**src/rtl/spi_cmd_receiver.sv**
```systemverilog
// SPI mode-0 slave front end: synchronises the pins into sys_clk, assembles a
// command/data frame per chip-select window and replays the last frame on MISO.
//   state | meaning
//   IDLE  | cs_n high (or not yet armed after reset), miso held low
//   SHIFT | frame in progress, sampling mosi on sclk rise, shifting miso on fall
//   DONE  | full frame taken; further sclk rises only flag overrun
module spi_cmd_receiver #(
    parameter int CMD_WIDTH      = 8,
    parameter int DATAWORD_WIDTH = 16,
    parameter int SYNC_STAGES    = 2
) (
    input  logic                      sys_clk,
    input  logic                      sys_rst,
    input  logic                      spi_sclk,
    input  logic                      spi_cs_n,
    input  logic                      spi_mosi,
    output logic                      spi_miso,
    output logic [CMD_WIDTH-1:0]      cmd_word,
    output logic [DATAWORD_WIDTH-1:0] data_word,
    output logic                      cmd_valid,
    output logic                      frame_err,
    output logic                      overrun
);
    localparam int FRAME_BITS = CMD_WIDTH + DATAWORD_WIDTH;
    localparam int CNT_W      = $clog2(FRAME_BITS + 1);
    localparam int SETTLE_W   = $clog2(SYNC_STAGES + 2);

    typedef enum logic [1:0] {IDLE, SHIFT, DONE} state_t;

    logic [SYNC_STAGES-1:0]    r_sclk_sync, r_cs_sync, r_mosi_sync;
    logic                      r_sclk_d, r_cs_d;
    logic [SETTLE_W-1:0]       r_settle;
    logic                      r_armed;
    state_t                    r_state;
    logic [CNT_W-1:0]          r_count;
    logic [FRAME_BITS-1:0]     r_rx, r_tx, r_last;
    logic                      r_miso, r_valid, r_ferr, r_overrun;
    logic [CMD_WIDTH-1:0]      r_cmd;
    logic [DATAWORD_WIDTH-1:0] r_data;

    logic                  w_sclk, w_cs, w_mosi;
    logic                  w_sclk_rise, w_sclk_fall, w_cs_fall, w_cs_rise;
    logic [FRAME_BITS-1:0] w_frame;

    assign w_sclk      = r_sclk_sync[SYNC_STAGES-1];
    assign w_cs        = r_cs_sync[SYNC_STAGES-1];
    assign w_mosi      = r_mosi_sync[SYNC_STAGES-1];
    assign w_sclk_rise = w_sclk & ~r_sclk_d;
    assign w_sclk_fall = ~w_sclk & r_sclk_d;
    assign w_cs_fall   = ~w_cs & r_cs_d;
    assign w_cs_rise   = w_cs & ~r_cs_d;
    assign w_frame     = {r_rx[FRAME_BITS-2:0], w_mosi};

    always_ff @(posedge sys_clk) begin
        if (sys_rst) begin
            r_sclk_sync <= '0;
            r_cs_sync   <= '1;
            r_mosi_sync <= '0;
            r_sclk_d    <= 1'b0;
            r_cs_d      <= 1'b1;
        end else begin
            r_sclk_sync <= {r_sclk_sync[SYNC_STAGES-2:0], spi_sclk};
            r_cs_sync   <= {r_cs_sync[SYNC_STAGES-2:0], spi_cs_n};
            r_mosi_sync <= {r_mosi_sync[SYNC_STAGES-2:0], spi_mosi};
            r_sclk_d    <= w_sclk;
            r_cs_d      <= w_cs;
        end
    end

    // The synchroniser resets to cs_n=1, so a window already open at reset
    // would look like a fresh cs fall. Only arm once the real pin is seen high.
    always_ff @(posedge sys_clk) begin
        if (sys_rst) begin
            r_settle <= '0;
            r_armed  <= 1'b0;
        end else if (r_settle != SETTLE_W'(SYNC_STAGES + 1)) begin
            r_settle <= r_settle + 1'b1;
        end else if (w_cs && r_cs_d) begin
            r_armed <= 1'b1;
        end
    end

    always_ff @(posedge sys_clk) begin
        if (sys_rst) begin
            r_state   <= IDLE;
            r_count   <= '0;
            r_rx      <= '0;
            r_tx      <= '0;
            r_last    <= '0;
            r_miso    <= 1'b0;
            r_cmd     <= '0;
            r_data    <= '0;
            r_valid   <= 1'b0;
            r_ferr    <= 1'b0;
            r_overrun <= 1'b0;
        end else begin
            r_valid <= 1'b0;
            r_ferr  <= 1'b0;
            case (r_state)
                IDLE: begin
                    r_miso <= 1'b0;
                    if (w_cs_fall && r_armed) begin
                        r_count <= '0;
                        r_tx    <= r_last;
                        r_miso  <= r_last[FRAME_BITS-1];
                        r_state <= SHIFT;
                    end
                end
                SHIFT: begin
                    if (w_cs_rise) begin
                        r_ferr  <= (r_count != '0);
                        r_miso  <= 1'b0;
                        r_state <= IDLE;
                    end else if (w_sclk_rise) begin
                        r_rx    <= w_frame;
                        r_count <= r_count + 1'b1;
                        if (r_count == CNT_W'(FRAME_BITS - 1)) begin
                            r_cmd   <= w_frame[FRAME_BITS-1:DATAWORD_WIDTH];
                            r_data  <= w_frame[DATAWORD_WIDTH-1:0];
                            r_last  <= w_frame;
                            r_valid <= 1'b1;
                            r_miso  <= 1'b0;
                            r_state <= DONE;
                        end
                    end else if (w_sclk_fall) begin
                        r_tx   <= {r_tx[FRAME_BITS-2:0], 1'b0};
                        r_miso <= r_tx[FRAME_BITS-2];
                    end
                end
                DONE: begin
                    r_miso <= 1'b0;
                    if (w_cs_rise) begin
                        r_state <= IDLE;
                    end else if (w_sclk_rise) begin
                        r_overrun <= 1'b1;
                    end
                end
                default: r_state <= IDLE;
            endcase
        end
    end

    assign spi_miso  = r_miso;
    assign cmd_word  = r_cmd;
    assign data_word = r_data;
    assign cmd_valid = r_valid;
    assign frame_err = r_ferr;
    assign overrun   = r_overrun;
endmodule

```
**config.mk**
```make
export PLATFORM = sky130hd
export DESIGN_NAME = spi_cmd_receiver
export DESIGN_NICKNAME = d
export VERILOG_FILES = /design/src/rtl/spi_cmd_receiver.sv
export SDC_FILE = /design/constraint.sdc
export NUM_CORES = 1
export LEC_CHECK = 0
export CAP_MARGIN = 40
export CELL_PAD_IN_SITES_DETAIL_PLACEMENT = 1
export CELL_PAD_IN_SITES_GLOBAL_PLACEMENT = 1
export CORE_MARGIN = 2
export CORE_UTILIZATION = 35
export CTS_BUF_LIST = sky130_fd_sc_hd__clkbuf_16
export DETAILED_ROUTE_END_ITERATION = 10
export GPL_TIMING_DRIVEN = 0
export HOLD_SLACK_MARGIN = 0.12
export PLACE_DENSITY_LB_ADDON = 0.1
export SLEW_MARGIN = 20
export SYNTH_ARGS = -nofsm -noshare
export SYNTH_HDL_FRONTEND = slang
export SYNTH_SLANG_ARGS = --single-unit
```
**constraint.sdc**
```tcl
create_clock -name sys_clk -period 1.92 [get_ports sys_clk]
set_input_delay 0.384 -clock sys_clk [delete_from_list [all_inputs] [get_ports sys_clk]]
set_output_delay 0.384 -clock sys_clk [all_outputs]
set_load 0.03 [all_outputs]
```
# After elaboration in Yosys (flattened, before gate mapping)

Index checks and enable logic that the tools add are counted.

Bits in registers: 116
Input bits: 5
Output and inout bits: 28
Word-level logic and storage cells: 84

Add/sub/neg operators: 2
Eq/ne operators: 14
Mux-type cells: 22
Bitwise operators: 12
Reductions and logical operators: 16

Operators by type and width:

| operator              | count |
|---|---|
| $mux W23              | 4 |
| $pmux W23 S2          | 1 |
| $mux W5               | 3 |
| $ne A2 B2 Y1 const B  | 7 |
| $reduce_and A4 Y1     | 3 |
| $mux W2               | 5 |
| $pmux W5 S2           | 1 |
| $reduce_and A3 Y1     | 3 |
| $ne A4 B4 Y1 const B  | 2 |
| $not A1 Y1            | 8 |
| $mux W1               | 6 |
| $ne A3 B3 Y1 const B  | 2 |
| $pmux W2 S3           | 1 |
| $add A5 B1 Y5 const B | 1 |
| $eq A5 B5 Y1 const B  | 1 |
| $reduce_and A5 Y1     | 1 |
| $reduce_bool A5 Y1    | 1 |
| $and A1 B1 Y1         | 4 |
| $reduce_or A4 Y1      | 1 |
| $pmux W1 S3           | 1 |
| $reduce_bool A3 Y1    | 1 |
| $reduce_or A3 Y1      | 1 |
| $add A2 B1 Y2 const B | 1 |
| $eq A2 B1 Y1 const B  | 1 |
| 5 further kinds       | 6 |

# Longest topological paths before layout

Depth after elaboration: 6
Depth in mapped cells: 8

# Worst setup path after synthesis

Ideal clock, no wire load.

Path type: reg2reg
Start point: register r_state[0]
End point: register r_tx[15]
Setup time: 0.145 ns
Arrival time: 1.526 ns
Slack: 0.249 ns
Stages on the path, launching flop included: 8
Clock period less this slack: 1.671 ns
Path through: dfxtp_1 -> inv_1 -> ha_1 -> o31ai_4 -> and2_1 -> buf_2 -> buf_6 -> a211oi_2

Longest elaborated chain between the ends: 3

RTL lines:

| what                                                                | line | RTL |
|---|---|---|
| start: declaration                                                  | 34   | `state_t r_state;` |
| start signal: assignment                                            | 85   | `r_state <= IDLE;` |
| start signal: assignment                                            | 106  | `r_state <= SHIFT;` |
| start signal: assignment                                            | 113  | `r_state <= IDLE;` |
| $eq A2 B1 Y1 / $logic_not A2 Y1 (equally long branches)             | 99   | `case (r_state)` |
| $ne A2 B2 Y1 (no line) / $reduce_bool A2 Y1 (equally long branches) | n/a  |  |
| $reduce_and A5 Y1 (no line)                                         | n/a  |  |
| end signal: assignment                                              | 104  | `r_tx <= r_last;` |
| end signal: assignment                                              | 126  | `r_tx <= {r_tx[FRAME_BITS-2:0], 1'b0};` |
| end: declaration                                                    | 36   | `logic [FRAME_BITS-1:0] r_rx, r_tx, r_last;` |

Parallel ways exist; a longest one is shown, timed or not.
A chain may end at the register's enable or synchronous reset.

==> impl_metrics.ini <==
[run_status]
status = completed

[timing]
tightest_slew_ns = 0.813
setup_slack_ns = 0.101
setup_viol = 0
fin_crit_sh_pct = 94.7
slew_headroom_pct = 45.8
worst_clock_skew_ns = 0.00848
clock.fmax_ghz = 0.550
finalHoldViolCount = 0
finalCriticalPeriod_ns = 1.82
drv_slew = 0
fin_tns_setup_ns = 0

[floorplan]
io_pins = 33
dieHeight_um = 108
start_util_pct = 35.4
die_x_um = 108
dieArea_sq_mm = 0.0117
std_cell_rows = 38
placeableCoreArea_sq_mm = 0.0107

[placement]
gp_congestion = 0.780
io_buffers = 31
placedInstanceArea_sq_mm = 0.00429
place_inst = 588
hpwl_mm = 7.04
dp_slack_ns = -0.0621

[routing]
via_count = 3070
wl_per_cell_um = 16.9
drtIter0Drc = 98
drtAntennaViolNets = 0
route.detailed.drc = 0
dr.pass1.iters = 4
via_per_inst = 5.08
drt_wl_total_mm = 10.2

[clock_tree]
numCtsBuffers = 9
root_buffer = clkbuf_16
clock_path_buffers = 2
clk_pin_slew_ns = 0.07
clock_latency_ns = 0.34
cts_sinks = 92
cts_tree = yes
cts.hold.buffers_added = 0
htree_num_levels = 3

[worst_setup_path]
cp.buffers_inverters = 1
arrival_ns = 1.43
crit_type = reg2out
critical_path.endpoint_type = primary output
required_ns = 1.54
path_cells = clkdlybuf4s50_1
crit_fanout = 3
slowest_delay_ns = 0.70
crit_path_start_kind = flip-flop
cpLargestDelayFamily = buffers and inverters
crit_slowest_cell = clkdlybuf4s50_1

[pwr]
leakage_uw = 0.00150
peakVddDrop_uv = 355
power.density_cell_area_mw_per_mm2 = 954
p_total_uw = 4480

[logic_synthesis]
synth_cells = 417
synth-main-ff-cell = dfxtp_1
ys_async_sr_fraction_pct = 0
avgSynthCellArea_sq_um = 9.13
ys_ff_latch = 92
mappedNetlistNets = 431
yosysTopAreaCell = dfxtp_1
synth_top_area_share_pct = 48.4
ys_seq_area_share_pct = 48.4
synth_warnings = 0
synthesis.area_sq_mm = 0.00381
synth_edf_count = 0
synth.distinct_cells = 43
yosys-top-cells-area = dfxtp_1, a21oi_1, nand2_1

[min_path]
hold_class = reg2reg

[layout]
fin_nets = 474
final_area_sq_mm = 0.00469
area_growth_pct = 23.2
antennaDiodeCount = 0
final_cell_count_no_fill = 604
drive_above_1_share_pct = 15.1

[global_routing]
grt_max_degree = 15
grt_pass1_wl_mm = 16.9
grt_pass1_vias = 3235
overflow = 0
antenna_found_initial = 0
gr-usage-all-layers_pct = 18.7

[flow_run]
max-cap-violations = 0
[stage by stage]
stage	hold slack [ns]	util, %
after floorplan	0.389	-
after global placement	0.397	40.0
after detailed placement	0.401	40.0
after CTS	0.417	43.1
after global routing	0.425	43.7
final	0.413	43.7
[where the power goes]
group	internal, uW	switching, uW
Clock	1120	747
Combinational	224	393
Sequential	1960	31.6
[cells in the mapped netlist (4+ instances only)]
cell type	number
a211oi_2	20
a21oi_1	69
buf_2	14
clkbuf_1	11
dfxtp_1	92
ha_1	9
inv_1	8
mux2i_1	24
nand2_1	90
nand3_1	4
nor2_1	14
nor2b_1	5
o21ai_0	6
o22ai_1	8
[worst paths after layout]
| kind | from | endpoint | slack (ns) | cells past startpoint |
|---|---|---|---|---|
| setup / recovery | r_last[23] | cmd_word[7] | 0.10 | 1 |
| hold / removal | r_cs_sync[0] | r_cs_sync[1] | 0.41 | 1 |
| setup reg to reg | r_state[1] | r_tx[11] | 0.12 | 8 |
| hold reg to reg | r_cs_sync[0] | r_cs_sync[1] | 0.41 | 1 |
[final cells by class]
class	count	area (sq um)
tap	140	175
sequential	92	1840
inverter	10	40.0
clock inverter	6	82.6
buffer	28	178
clock buffer	9	225
fill	1287	6050
timing repair buffer	32	318
multi-input combinational	287	1830
[layout by cell type, fill, tap and decap left out, drive strengths merged, types with 8 or more instances in the layout]
master	synthesis	layout
a211oi	23	23
a21oi	69	69
buf	17	15
clkbuf	11	23
clkdlybuf4s50	0	31
dfxtp	92	92
ha	9	9
inv	10	12
mux2i	24	24
nand2	90	90
nor2	14	14
o22ai	8	8
[cells by family after synthesis]
logic type,synth area share (%)
AOI/OAI and AO/OA,20.8
xor gates and xnor gates,0.230
adders and majority gates,2.96
buffers and inverters,4.60
DFF,48.4
muxes,6.31
and+or+nand+nor,16.8
[layer usage]
metal  up-vias  track usage, %  routed length, um
li1       1532               -                  -
met1      1496            24.5               5010
met2        33            31.3               4870
met3         9            3.38                197
met4         0            6.04                125
met5         -               0                  0
[what timing repair did]
item / 4_1_cts / 5_1_grt
gates resized for setup: 6 / 23
setup endpoints to repair: 39 / 54
buffers inserted: 1 / 0
pin swaps: 2 / 2
[registers in the layout, summed over array words and instances (netlist names)]
name         flops
spi_miso         1
r_cs_d           1
r_rx            23
overrun          1
r_cs_sync        2
r_state          2
r_tx            23
r_mosi_sync      2
r_sclk_d         1
cmd_valid        1
r_count          5
r_armed          1
frame_err        1
r_last          24
r_sclk_sync      2
r_settle         2
Power figures use the tool's default switching activity.
